==> config.mk <==
export PLATFORM = sky130hd
export DESIGN_NAME = s_to_p_rx
export DESIGN_NICKNAME = d
export VERILOG_FILES = /design/src/rtl/s_to_p_pkg.sv /design/src/rtl/rx_sync.sv /design/src/rtl/s_to_p_rx.sv
export SDC_FILE = /design/constraint.sdc
export NUM_CORES = 1
export LEC_CHECK = 0
export BUFFER_PORTS_ARGS = -buffer_cell sky130_fd_sc_hd__buf_4
export CAP_MARGIN = 25
export CORE_MARGIN = 4
export CORE_UTILIZATION = 45
export DETAILED_ROUTE_END_ITERATION = 8
export PLACE_DENSITY = 0.65
export REMOVE_ABC_BUFFERS = 1
export SYNTH_ARGS = -nofsm -noshare
export SYNTH_HDL_FRONTEND = slang
export SYNTH_SLANG_ARGS = --single-unit
==> constraint.sdc <==
create_clock -name clk -period 1.95 [get_ports clk]
set_input_delay 0.0975 -clock clk [delete_from_list [all_inputs] [get_ports clk]]
set_output_delay 0.0975 -clock clk [all_outputs]
set_load 0.02 [all_outputs]
==> src/rtl/s_to_p_pkg.sv <==
// Shared types and defaults for the serial-to-parallel frame receiver.
package s_to_p_pkg;

  typedef enum logic [2:0] {
    IDLE,
    START,
    DATA,
    STOP,
    BREAK
  } state_t;

  localparam int   OVERSAMPLE_DEF = 16;
  localparam int   DATA_BITS_DEF  = 8;
  localparam logic LINE_IDLE      = 1'b1;

endpackage

==> src/rtl/rx_sync.sv <==
// Two-flop synchronizer for the asynchronous serial line. It resets to the
// idle level so that coming out of reset does not look like a start bit.
module rx_sync
  import s_to_p_pkg::*;
(
  input  logic clk,
  input  logic reset,
  input  logic async_line,
  output logic sync_line
);

  logic meta;

  always_ff @(posedge clk) begin
    if (reset) begin
      meta      <= LINE_IDLE;
      sync_line <= LINE_IDLE;
    end else begin
      meta      <= async_line;
      sync_line <= meta;
    end
  end

endmodule

==> src/rtl/s_to_p_rx.sv <==
// UART-style receiver: start bit, DATA_BITS data bits, stop bit, sampled at
// mid-bit from an oversampled line. Strobes each good byte and framing errors.
//
// state | meaning
// IDLE  | line idle, waiting for a tick with the line low
// START | counting to mid start bit to reject glitches
// DATA  | sampling data bits every OVERSAMPLE ticks
// STOP  | waiting for mid stop bit; high = good frame, low = framing error
// BREAK | line held low after a bad stop bit; wait for it to return high
module s_to_p_rx
  import s_to_p_pkg::*;
#(
  parameter int OVERSAMPLE = OVERSAMPLE_DEF,
  parameter int DATA_BITS  = DATA_BITS_DEF,
  parameter int MSB_FIRST  = 1
) (
  input  logic                 clk,
  input  logic                 reset,
  input  logic                 sample_tick,
  input  logic                 serial_in,
  output logic [DATA_BITS-1:0] data_out,
  output logic                 data_valid,
  output logic                 framing_error,
  output logic                 busy
);

  localparam int BSC_W = $clog2(OVERSAMPLE);
  localparam int BIC_W = $clog2(DATA_BITS + 1);

  localparam logic [BSC_W-1:0] BSC_MID  = BSC_W'(OVERSAMPLE / 2 - 1);
  localparam logic [BSC_W-1:0] BSC_LAST = BSC_W'(OVERSAMPLE - 1);
  localparam logic [BIC_W-1:0] BIC_LAST = BIC_W'(DATA_BITS - 1);

  state_t               state;
  state_t               state_nxt;
  logic [BSC_W-1:0]     bsc;
  logic [BIC_W-1:0]     bic;
  logic [DATA_BITS-1:0] shift;
  logic [DATA_BITS-1:0] shift_nxt;
  logic                 rx_s;
  logic                 bit_sample;
  logic                 stop_sample;
  logic                 good_stop;
  logic                 bad_stop;

  rx_sync u_rx_sync (
    .clk        (clk),
    .reset      (reset),
    .async_line (serial_in),
    .sync_line  (rx_s)
  );

  always_ff @(posedge clk) begin
    if (reset) state <= IDLE;
    else       state <= state_nxt;
  end

  always_comb begin
    state_nxt = state;
    if (sample_tick) begin
      case (state)
        IDLE:    if (!rx_s) state_nxt = START;
        START:   if (bsc == BSC_MID) state_nxt = rx_s ? IDLE : DATA;
        DATA:    if (bsc == BSC_LAST && bic == BIC_LAST) state_nxt = STOP;
        STOP:    if (bsc == BSC_LAST) state_nxt = rx_s ? IDLE : BREAK;
        BREAK:   if (rx_s) state_nxt = IDLE;
        default: state_nxt = IDLE;
      endcase
    end
  end

  always_comb begin
    busy        = (state != IDLE);
    bit_sample  = sample_tick && (state == DATA) && (bsc == BSC_LAST);
    stop_sample = sample_tick && (state == STOP) && (bsc == BSC_LAST);
    good_stop   = stop_sample && rx_s;
    bad_stop    = stop_sample && !rx_s;
  end

  always_comb begin
    if (MSB_FIRST != 0) shift_nxt = {shift[DATA_BITS-2:0], rx_s};
    else                shift_nxt = {rx_s, shift[DATA_BITS-1:1]};
  end

  // Counters and shift register only move on sample ticks; strobes are
  // registered so they appear the clk after the stop-bit sample.
  always_ff @(posedge clk) begin
    if (reset) begin
      bsc           <= '0;
      bic           <= '0;
      shift         <= '0;
      data_out      <= '0;
      data_valid    <= 1'b0;
      framing_error <= 1'b0;
    end else begin
      data_valid    <= good_stop;
      framing_error <= bad_stop;
      if (good_stop) data_out <= shift;
      if (bit_sample) begin
        shift <= shift_nxt;
        bic   <= bic + BIC_W'(1);
      end
      if (sample_tick) begin
        case (state)
          START: begin
            if (bsc == BSC_MID) begin
              bsc <= '0;
              bic <= '0;
            end else begin
              bsc <= bsc + BSC_W'(1);
            end
          end
          DATA, STOP: begin
            if (bsc == BSC_LAST) bsc <= '0;
            else                 bsc <= bsc + BSC_W'(1);
          end
          default: bsc <= '0;
        endcase
      end
    end
  end

endmodule

==> flow_metrics.env <==
export IMPL_status="finished clean"
export IMPL_overflow=0
export IMPL_place_gp_congestion=0.8178
export IMPL_cts_tree="yes"
export IMPL_fillers=268
export IMPL_grt_max_degree=30
export IMPL_ys_flop_type="dfxtp_1"
export IMPL_cts_num_sinks=31
export IMPL_total_power_uw=1056
export IMPL_synth_edff_count=0
export IMPL_synthArstFlopShare_pct=0
export IMPL_path_delay_family="compound AO/OA/AOI/OAI gates"
export IMPL_path_buf_inv=0
export IMPL_grt_pass1_wl_mm=4.478
export IMPL_cts_setup_buffers=0
export IMPL_worstMarginPinSlew_ns=0.5038
export IMPL_reg2reg_from="bsc[0]"
export IMPL_wl_per_cell_um=13.63
export IMPL_hold_depth=2
export IMPL_finish_utilization_pct=54.58
export IMPL_post_place_ws_ns=0.1465
export IMPL_avgViaCountPerCell=5.688
export IMPL_dp_hpwl_mm=1.771
export IMPL_final_setup_worst_slack_ns=0.1167
export IMPL_grt_setup_unrepaired="no"
export IMPL_power_density_nw_per_um2=684.2
export IMPL_max_freq_ghz=0.5455
export IMPL_fin_setup_tns_ns=0
export IMPL_core_area_um2=2829
export IMPL_cpPeakStageDelay_ns=0.44
export IMPL_htreeDepth=2
export IMPL_skew_ns=0.003329
export IMPL_cp_depth=5
export IMPL_fin_crit_ns=1.833
export IMPL_ant_nets=0
export IMPL_synth_commonest_cells="dfxtp_1 (31), nand2_1 (23), nor2_1 (14)"
export IMPL_worstHoldStart="reset"
export IMPL_synth_top_cell_area_share_pct=45.09
export IMPL_finalHoldViolCount=0
export IMPL_clk_path_buf_depth=2
export IMPL_cap_violations=0
export IMPL_area_growth_pct=12.18
export IMPL_slowest_stage="a2111o_1"
export IMPL_synth_seq_area_share_pct=45.09
export IMPL_io_buffers=14
export IMPL_clk_pin_slew_worst_paths_ns=0.09
export IMPL_drv_slew=0
export IMPL_firstDrtPassIters=4
export IMPL_start_kind="flop"
export IMPL_synth_most_common_cell="dfxtp_1"
export IMPL_synth_area_top_cells="dfxtp_1 (45%), mux2i_1 (6.5%), nand2_1 (6.3%)"
export IMPL_p_leak_uw=0.0006660
export IMPL_worstSetupPathType="flop to flop"
export IMPL_drt_initial_drc_count=67
export IMPL_ys_types=37
export IMPL_antenna_found_initial=0
export IMPL_multi_input_area_um2=676.9
export IMPL_hold_path_class="input port to flop"
export IMPL_rows=19
export IMPL_path_cells="ha_1 -> and4b_1 -> a2111o_1 -> a311oi_1 -> a41o_1"
export IMPL_ys_ff_latch=31
export IMPL_max_slew_margin_pct=66.36
export IMPL_first_global_vias=953
export IMPL_drc=0
export IMPL_critPathLaunch="bsc[0]"
export IMPL_final_nets=167
export IMPL_die_y_um=63.31
export IMPL_cp_max_fo=8
export IMPL_ys_warn_count=0
export IMPL_antenna_cells=0
export IMPL_seq_area_um2=620.6
export IMPL_routed_wl_mm=2.617
export IMPL_die_w_um=63.31
export IMPL_required_ns=2.23
export IMPL_syn_cell_area_um2=1376
export IMPL_setup_viol=0
export IMPL_yosysTopAreaCell="dfxtp_1"
export IMPL_ios=15
export IMPL_dieArea_um2=4008
export IMPL_drive_gt1_share_pct=19.25
export IMPL_r2r_cells=5
export IMPL_synthCells=145
export IMPL_grtUsageTotal_pct=14.32
export IMPL_worst_setup_path_end_kind="flop"
export IMPL_vias=1092
export IMPL_peakVddDrop_mv=0.3044
export IMPL_initial_core_util_pct=48.65
export IMPL_arrival_ns=2.11
export IMPL_period_share_pct=94.01
export IMPL_syn_avg_cell_area_um2=9.492
export IMPL_clock_latency_ns=0.33
export IMPL_cts_buffers=5
export IMPL_cts_root_buf="clkbuf_4"
state kept, by name (all words and copies together) (netlist names):
register             count
bic                      4
bsc                      4
data_out                 8
data_valid               1
framing_error            1
shift                    8
state                    3
u_rx_sync.meta           1
u_rx_sync.sync_line      1
area by class of cell:
class	count	area share, %
well taps	31	2.512
multi-input cells	101	43.84
repair buffers	17	8.590
inverters	5	1.216
flip-flops and latches	31	40.19
clock inverters	1	0.3241
clock buffers	6	3.323
through the flow:
stage | hold WS [ns] | cell area [µm²] | cells
after floorplan | 0.1666 | 1308 | 137
after global placement | 0.2836 | 1459 | 183
after detailed placement | 0.2847 | 1459 | 183
after CTS | 0.1166 | 1535 | 192
after global routing | 0.1206 | 1544 | 192
final | 0.1333 | 1544 | 192
kinds of logic after synthesis:
logic type	Yosys count	synth area share, %
AOI/OAI and AO/OA	26	13.91
muxes	9	6.546
adders and majority gates	2	1.818
and+or+nand+nor	60	23.73
xor gates and xnor gates	4	2.546
DFF	31	45.09
buffers and inverters	13	6.363
where the power goes:
part | switching [µW] | total [µW] | internal [µW]
sequential | 5.53 | 641 | 636
clock | 209 | 376 | 167
combinational | 23.6 | 39.6 | 16.0
total | 238 | 1060 | 818
placed cells by master (no fill, tap or decap), types with 3 or more instances in the layout:
| master | Yosys | layout |
|---|---|---|
| xnor2_1 | 3 | 3 |
| nor2_1 | 14 | 14 |
| dfxtp_1 | 31 | 31 |
| a311oi_1 | 3 | 3 |
| clkbuf_4 | 0 | 5 |
| nand3_1 | 4 | 4 |
| a21oi_1 | 11 | 11 |
| buf_4 | 0 | 15 |
| mux2i_1 | 9 | 9 |
| inv_1 | 5 | 5 |
| nor4_1 | 3 | 3 |
| nand2_1 | 23 | 23 |
worst reg2reg max path, delay by kind of cell (launching register included):
| kind | cells | cell delay [ns] |
|---|---|---|
| compound gates | 3 | 0.89 |
| fa+ha+maj | 1 | 0.32 |
| flops | 1 | 0.35 |
| simple gates | 1 | 0.22 |
worst paths after layout:
path	end	slack, ns
hold / removal	data_out[3]	0.13
setup reg to reg	state[0]	0.12
setup / recovery	state[0]	0.12
hold reg to reg	u_rx_sync.sync_line	0.42
timing repair:
item	4_1_cts	5_1_grt
endpoints found under the hold margin	2	0
gates resized for setup	0	1
hold buffers	2	0
endpoints found under the setup margin	0	6
routing by layer:
| metal | track usage (%) | up-vias | part of all wire [%] |
|---|---|---|---|
| li1 | - | 549 | - |
| met1 | 19.41 | 516 | 49 |
| met4 | 9.164 | 0 | 2.0 |
| met5 | 0 | - | 0 |
| met3 | 5.151 | 6 | 4.7 |
| met2 | 18.84 | 21 | 45 |
(Power assumes the default switching activity.)
